==> config.mk <==
export PLATFORM = sky130hd
export DESIGN_NAME = ufm_arbiter
export DESIGN_NICKNAME = d
export VERILOG_FILES = /design/src/rtl/ufm_arbiter.sv
export SDC_FILE = /design/constraint.sdc
export NUM_CORES = 1
export LEC_CHECK = 0
export CORE_UTILIZATION = 45
export CTS_CLUSTER_SIZE = 20
export DETAILED_ROUTE_END_ITERATION = 8
export PLACE_DENSITY_LB_ADDON = 0.05
export SLEW_MARGIN = 0
export SYNTH_ARGS = -nofsm -noshare
export SYNTH_HDL_FRONTEND = slang
export SYNTH_SLANG_ARGS = --single-unit
==> constraint.sdc <==
create_clock -name clock -period 3.8 [get_ports clock]
set_input_delay 0.76 -clock clock [delete_from_list [all_inputs] [get_ports clock]]
set_output_delay 0.76 -clock clock [all_outputs]
set_load 0.01 [all_outputs]
==> src/rtl/ufm_arbiter.sv <==
// Arbitrates CPU instruction fetches and data reads onto the serial UFM
// port, with a one-entry fetch cache in front of the fetch path.
module ufm_arbiter #(
    parameter int unsigned DIV = 1
) (
    input  logic        clock,
    input  logic        reset_n,
    input  logic [8:0]  if_addr,
    output logic [15:0] if_data,
    output logic        if_ready,
    input  logic        dt_req,
    input  logic [8:0]  dt_addr,
    output logic [15:0] dt_data,
    output logic        dt_ack,
    output logic        ufm_arclk,
    output logic        ufm_ardin,
    output logic        ufm_arshft,
    output logic        ufm_drclk,
    output logic        ufm_drshft,
    input  logic        ufm_drdout,
    input  logic        ufm_busy
);

    localparam int unsigned AW = 9;
    localparam int unsigned DW = 16;
    localparam int unsigned CW = 4;
    localparam logic [CW-1:0] DIV_LAST  = CW'(DIV - 1);
    localparam logic [CW-1:0] ADDR_LAST = CW'(AW - 1);
    localparam logic [CW-1:0] DATA_LAST = CW'(DW - 1);

    typedef enum logic [2:0] {IDLE, ADDR, LOAD, SHIFT, DONE} state_t;

    state_t        state, state_nx;
    logic [CW-1:0] div_cnt, div_nx;
    logic [CW-1:0] bit_cnt, bit_nx;
    logic          hi, hi_nx;
    logic [AW-1:0] sr, sr_nx;
    logic          sel_data, sel_nx;
    logic          last_data, last_nx;
    logic [DW-1:0] result, result_nx;
    logic [AW-1:0] tag;
    logic [DW-1:0] word;
    logic          valid;
    logic          arclk_nx, ardin_nx, arshft_nx, drclk_nx, drshft_nx, dt_ack_nx;
    logic          phase_end, bit_end, fetch_pend, grant_data;

    // Cache hit is combinational so a cached pc is served in the same cycle
    assign if_ready   = valid && (tag == if_addr);
    assign if_data    = word;
    assign phase_end  = (div_cnt == DIV_LAST);
    assign bit_end    = phase_end && hi;
    assign fetch_pend = !if_ready;
    // Data wins unless fetch is also pending and data was granted last
    assign grant_data = dt_req && (!fetch_pend || !last_data);

    // State register
    always_ff @(posedge clock or negedge reset_n) begin
        if (!reset_n) begin
            state <= IDLE;
        end else begin
            state <= state_nx;
        end
    end

    // Next state plus phase/bit counters; address register rotates so it is whole again at DONE
    always_comb begin
        state_nx  = state;
        div_nx    = div_cnt;
        hi_nx     = hi;
        bit_nx    = bit_cnt;
        sr_nx     = sr;
        sel_nx    = sel_data;
        last_nx   = last_data;
        result_nx = result;
        if (state inside {ADDR, LOAD, SHIFT}) begin
            if (phase_end) begin
                div_nx = '0;
                hi_nx  = !hi;
            end else begin
                div_nx = div_cnt + CW'(1);
            end
        end
        case (state)
            IDLE: begin
                if (!ufm_busy && (fetch_pend || dt_req)) begin
                    state_nx = ADDR;
                    sel_nx   = grant_data;
                    last_nx  = grant_data;
                    sr_nx    = grant_data ? dt_addr : if_addr;
                    div_nx   = '0;
                    hi_nx    = 1'b0;
                    bit_nx   = '0;
                end
            end
            ADDR: begin
                if (bit_end) begin
                    sr_nx = {sr[AW-2:0], sr[AW-1]};
                    if (bit_cnt == ADDR_LAST) begin
                        state_nx = LOAD;
                        bit_nx   = '0;
                    end else begin
                        bit_nx = bit_cnt + CW'(1);
                    end
                end
            end
            LOAD: begin
                if (bit_end) begin
                    state_nx = SHIFT;
                    bit_nx   = '0;
                end
            end
            SHIFT: begin
                if (phase_end && !hi) begin
                    result_nx = {result[DW-2:0], ufm_drdout};
                end
                if (bit_end) begin
                    if (bit_cnt == DATA_LAST) begin
                        state_nx = DONE;
                        bit_nx   = '0;
                    end else begin
                        bit_nx = bit_cnt + CW'(1);
                    end
                end
            end
            DONE:    state_nx = IDLE;
            default: state_nx = IDLE;
        endcase
    end

    // Pin values for the coming cycle, decoded from next state so pins stay aligned with state
    always_comb begin
        arshft_nx = (state_nx == ADDR);
        arclk_nx  = arshft_nx && hi_nx;
        ardin_nx  = arshft_nx && sr_nx[AW-1];
        drshft_nx = (state_nx != LOAD);
        drclk_nx  = ((state_nx == LOAD) || (state_nx == SHIFT)) && hi_nx;
        dt_ack_nx = (state_nx == DONE) && sel_nx;
    end

    // Datapath, cache and registered pins
    always_ff @(posedge clock or negedge reset_n) begin
        if (!reset_n) begin
            div_cnt    <= '0;
            bit_cnt    <= '0;
            hi         <= 1'b0;
            sr         <= '0;
            sel_data   <= 1'b0;
            last_data  <= 1'b0;
            result     <= '0;
            tag        <= '0;
            word       <= '0;
            valid      <= 1'b0;
            dt_data    <= '0;
            dt_ack     <= 1'b0;
            ufm_arclk  <= 1'b0;
            ufm_ardin  <= 1'b0;
            ufm_arshft <= 1'b0;
            ufm_drclk  <= 1'b0;
            ufm_drshft <= 1'b1;
        end else begin
            div_cnt    <= div_nx;
            bit_cnt    <= bit_nx;
            hi         <= hi_nx;
            sr         <= sr_nx;
            sel_data   <= sel_nx;
            last_data  <= last_nx;
            result     <= result_nx;
            dt_ack     <= dt_ack_nx;
            ufm_arclk  <= arclk_nx;
            ufm_ardin  <= ardin_nx;
            ufm_arshft <= arshft_nx;
            ufm_drclk  <= drclk_nx;
            ufm_drshft <= drshft_nx;
            if ((state == SHIFT) && (state_nx == DONE)) begin
                if (sel_data) begin
                    dt_data <= result;
                end else begin
                    tag   <= sr;
                    word  <= result;
                    valid <= 1'b1;
                end
            end
        end
    end

endmodule

* Word level (Yosys, flattened, before mapping)
Index checks and enable logic that the tools add are counted.
** Storage, ports and cells
- Flip-flop bits (word level) :: 87
- Input bits :: 23
- Output and inout port bits :: 39
- Logic and storage cells :: 93
** Operators by class
- $add $sub $neg :: 2
- Eq/ne operators :: 15
- Multiplexer cells :: 28
- Bitwise gates (word level) :: 1
- Reduce and logical (&&, ||, !) cells :: 28
** Operator list (number)
- $mux 4 :: 10
- $mux 9 :: 3
- $mux 3 :: 6
- $pmux 9 s2 :: 1
- $pmux 4 s4 :: 1
- $eq 3x2->1 const B :: 4
- $pmux 3 s4 :: 1
- $logic_and 1x1->1 :: 10
- $eq 9x9->1 :: 1
- $add 4x1->4 const B :: 2
- $eq 4x4->1 const B :: 2
- $ne 2x2->1 const B :: 4
- $reduce_and 2->1 :: 4
- $eq 3x1->1 const B :: 2
- $mux 1 :: 6
- $reduce_and 5->1 :: 1
- $logic_not 1->1 :: 4
- $logic_not 4->1 :: 1
- $reduce_bool 4->1 :: 1
- $eq 3x3->1 const B :: 1
- $logic_not 3->1 :: 1
- $logic_or 1x1->1 :: 3
- $ne 3x2->1 const B :: 1
- $reduce_and 3->1 :: 1
- other kinds (3) :: 3

* Longest topological paths before layout
Gate-level depths: netlist (run 1).
- Depth in word-level cells :: 10
- Mapped depth :: 10
- Mapped depth without buffers :: 9

* Worst setup path after synthesis (run 1)
Ideal clock, no wire load.
- Path type :: register -> register
- From :: register div_cnt[0]
- To :: register word[10], in the netlist if_data[10]
- Setup time :: 125 ps
- Arrival :: 2193 ps
- Data required time :: 3675 ps
- Path slack :: 1482 ps
- Cell stages (with the launch flop) :: 9
- Path buffers :: 1
- Cells stage by stage :: dfrtp_1 > inv_1 > ha_1 > nor3b_1 > ha_1 > nand3_2 > nor3_4 > buf_4 > mux2_2
** Between the ends
- Cells in the longest elaborated chain, start to end :: 7
- Elaborated cells on any way between the ends :: 9
** RTL lines
- start: declaration :: line 34 : logic [CW-1:0] div_cnt, div_nx;
- start signal: assignment :: line 161 : div_cnt <= div_nx;
- $logic_not 4->1 (*) :: line 50 : assign phase_end = (div_cnt == DIV_LAST);
- $logic_and 1x1->1 (*) :: line 51 : assign bit_end = phase_end && hi;
- $mux 3 (on tied branches) :: line 116, 107, 96
- $pmux 3 s4 (*) :: line 83 : case (state)
- $eq 3x3->1 (*) :: line 174 : if ((state == SHIFT) && (state_nx == DONE)) begin
- $logic_and 1x1->1 (*) :: line 174
- $reduce_and 2->1 (no line) (*)
- end signal: assignment :: line 179 : word <= result;
- end: declaration :: line 42 : logic [DW-1:0] word;
Every way passes the cells marked *; elsewhere a longest branch is shown, timed or not.
A chain may end at the register's enable or synchronous reset.

* Final worst setup path (run 1)
- From :: input port if_addr[7]
- To :: output port if_ready
** Between the ends
- Cells in the longest elaborated chain, start to end :: 2
** RTL lines
- start: declaration :: line 8 : input logic [8:0] if_addr,
- $eq 9x9->1 :: line 48 : assign if_ready = valid && (tag == if_addr);
- $logic_and 1x1->1 :: line 48
- end: declaration :: line 10 : output logic if_ready,
Every way passes these cells.

==> results_dict.tcl, run 1 <==
set metrics [dict create \
    hold_path.class "in2async" \
    die_x_um 94.7 \
    antenna_left 0 \
    p_int_mw 1.72 \
    finalHoldViolCount 0 \
    vias_per_cell 5.30 \
    tightest_slew_ns 0.872 \
    min_period_over_period_pct 92.6 \
    diodes 0 \
    worstSetupStartpointType "input pin" \
    setup_tns_ns 0 \
    cts.clk_slew.worst_paths_ns 0.10 \
    post-cts-setup-buffers 0 \
    max_freq_ghz 0.284 \
    area_growth_pct 23.7 \
    syn_area_per_cell_sq_um 13.5 \
    maxSlewHeadroom_pct 41.4 \
    synth_edf_count 0 \
    synth-seq-cells 87 \
    htreeDepth 3 \
    clk_latency_ns 0.36 \
    leakage_nw 2.25 \
    fin_nets 382 \
    finalSetupViolCount 0 \
    hpwl_um 5060 \
    core_sq_um 8260 \
    rows 33 \
    synth_top_area_cell "dfrtp_1" \
    hold_ws_ns 0.366 \
    drt_first_pass_iters 4 \
    ios 62 \
    cap_violations 0 \
    drive_gt1_share_pct 26.5 \
    synth_seq_area_share_pct 56.3 \
    start_util_pct 46.8 \
    cts_buffer_depth 2 \
    cp-end-kind "primary output" \
    dieArea_sq_um 8970 \
    syn_nets 315 \
    wirelength_um 7520 \
    cts_buffers 9 \
    drt_iter0_drc 47 \
    ys_dominant_reg_cell "dfrtp_1" \
    critical_path_class "in2out" \
    synth.distinct_cells 50 \
    nFillCells 691 \
    power_density_nw_per_um2 536 \
    fin_worst_skew_ns 0.0148 \
    vias 2455 \
    pwr-share-clk_pct 26.7 \
    vdd_drop_max_mv 0.261 \
    grt_pass1_vias 2513 \
    p_sw_share_pct 33.0 \
    post_drt_wl_per_cell_um 16.2 \
    reg2reg_slack_ns 1.11 \
    grt_pass1_wl_um 12100 \
    layout_commonest_cell "dfrtp_1" \
    grt_max_degree 41 \
    final_cell_mix "dfrtp_1, clkdlybuf4s50_1, mux2_2" \
    port_buffers 61 \
    yosys.area.top_type_share_pct 55.6 \
    overflow 0 \
    cts_root_buffer "clkbuf_8" \
    cp.arrival_ns 2.76 \
    ys_top_cells_by_area "dfrtp_1, mux2_2, mux2i_1" \
    antenna_found_initial 0 \
    cts.sinks 87 \
    grt_use_total_pct 18.2 \
    drc 0 \
    combPwrFrac_pct 26.9 \
    holdBufCountCts 0 \
    die_h_um 94.7 \
    synth-warning-count 0 \
    p_switching_mw 0.846 \
    rsz0062_at_grt "no" \
    share_seq_of_total_power_pct 46.4 \
    slew_violations 0 \
    critPathRequiredTime_ns 3.04 \
    cts_resized 0 \
    syn_inst 286 \
    gp_congestion 0.773 \
    final.min_clock_period_ns 3.52 \
    async_flop_share_pct 100 \
    status "finished clean" \
    cts_tree "yes" \
    cp_max_fo 4 \
    synth_area_sq_um 3870 \
]
critical path, cell delays in order:
cell and delay (ns):
clkdlybuf4s50_1 0.50, xnor2_1 0.14, nand4_1 0.28, nor3_1 0.46, clkdlybuf4s50_1 0.62
power by group through the flow:
| stage | Clock, mW | Combinational [mW] | Sequential [mW] |
|---|---|---|---|
| 2_1_floorplan | 0 | 0.522 | 1.16 |
| 3_3_place_gp | 0 | 0.681 | 1.20 |
| 3_5_place_dp | 0 | 0.692 | 1.20 |
| 4_1_cts | 0.711 | 0.696 | 1.19 |
| 5_1_grt | 0.744 | 0.768 | 1.21 |
| 6_report | 0.686 | 0.690 | 1.19 |
flip-flops by register name (all words and copies together) (netlist names):
signal      flops
hi              1
state           3
ufm_drclk       1
ufm_ardin       1
ufm_drshft      1
valid           1
ufm_arshft      1
if_data        16
result         16
dt_data        16
div_cnt         4
last_data       1
sr              9
ufm_arclk       1
sel_data        1
bit_cnt         4
dt_ack          1
tag             9
metrics by stage:
| stage | cell area, sq um | setup WS [ns] | std cells | total power [mW] | util (%) |
|---|---|---|---|---|---|
| 6_report | 4780 | 0.279 | 463 | 2.56 | 57.9 |
| 5_1_grt | 4780 | 0.135 | 463 | 2.72 | 57.9 |
| 4_1_cts | 4780 | 0.244 | 463 | 2.59 | 57.9 |
| 3_5_place_dp | 4570 | 0.249 | 447 | 1.90 | 55.4 |
| 3_3_place_gp | 4570 | 0.329 | 447 | 1.88 | 55.4 |
| 2_1_floorplan | 3870 | 1.48 | 286 | 1.69 | - |
synth_stat cells (5+ instances only):
| library cell | n |
|---|---|
| dfrtp_1 | 86 |
| mux2_2 | 57 |
| mux2i_1 | 13 |
| nand2_1 | 10 |
| inv_1 | 9 |
| a22oi_1 | 8 |
| nor2_1 | 8 |
| o21ai_0 | 8 |
| o22ai_1 | 8 |
| a21oi_1 | 6 |
| ha_1 | 6 |
| xnor2_1 | 5 |
kinds of logic after synthesis:
kind of cell	Yosys count	share of synthesized area, %
XOR/XNOR	10	3.04
flip-flops	87	56.3
AND/OR/NAND/NOR	53	8.51
AO/OA/AOI/OAI	40	7.28
buffers and inverters	20	2.98
adder cells (fa/ha/maj)	6	1.94
multiplexers	70	20.0
layer usage:
layer  track usage, %  up-vias  part of all wire (%)
met2             29.3       52                    47
met5                0        -                     0
met3             4.43        9                   5.6
li1                 -     1158                     -
met4             9.34        0                   1.5
met1             22.8     1236                    46
final cells by class:
cell class,count,area [sq um],share of cell area [%]
Clock buffer,10,138,2.88
Clock inverter,6,75.1,1.57
Inverter,9,33.8,0.706
Multi-Input combinational cell,179,1580,32.9
Sequential cell,87,2180,45.5
Tap cell,105,131,2.75
Timing Repair Buffer,67,653,13.7
path summary, 6_finish.rpt:
| kind | from | end | cells after the start |
|---|---|---|---|
| max | if_addr[7] | if_ready | 5 |
| min | reset_n | sr[1] | 1 |
| max reg2reg | div_cnt[0] | if_data[15] | 8 |
| min reg2reg | valid | valid | 1 |
| max in group asynchronous | reset_n | sr[5] | 2 |
| min in group clock | valid | valid | 1 |
Note: power is estimated with default switching activity, not from simulation.
==> inputs of run 2 (changes only) <==
--- a/config.mk
+++ b/config.mk
@@ -13,3 +13,4 @@
 export SYNTH_ARGS = -nofsm -noshare
 export SYNTH_HDL_FRONTEND = slang
 export SYNTH_SLANG_ARGS = --single-unit
+export TNS_END_PERCENT = 5
==> results of run 2 <==
No change in the layout: final DEF, timing and power equal those of run 1.
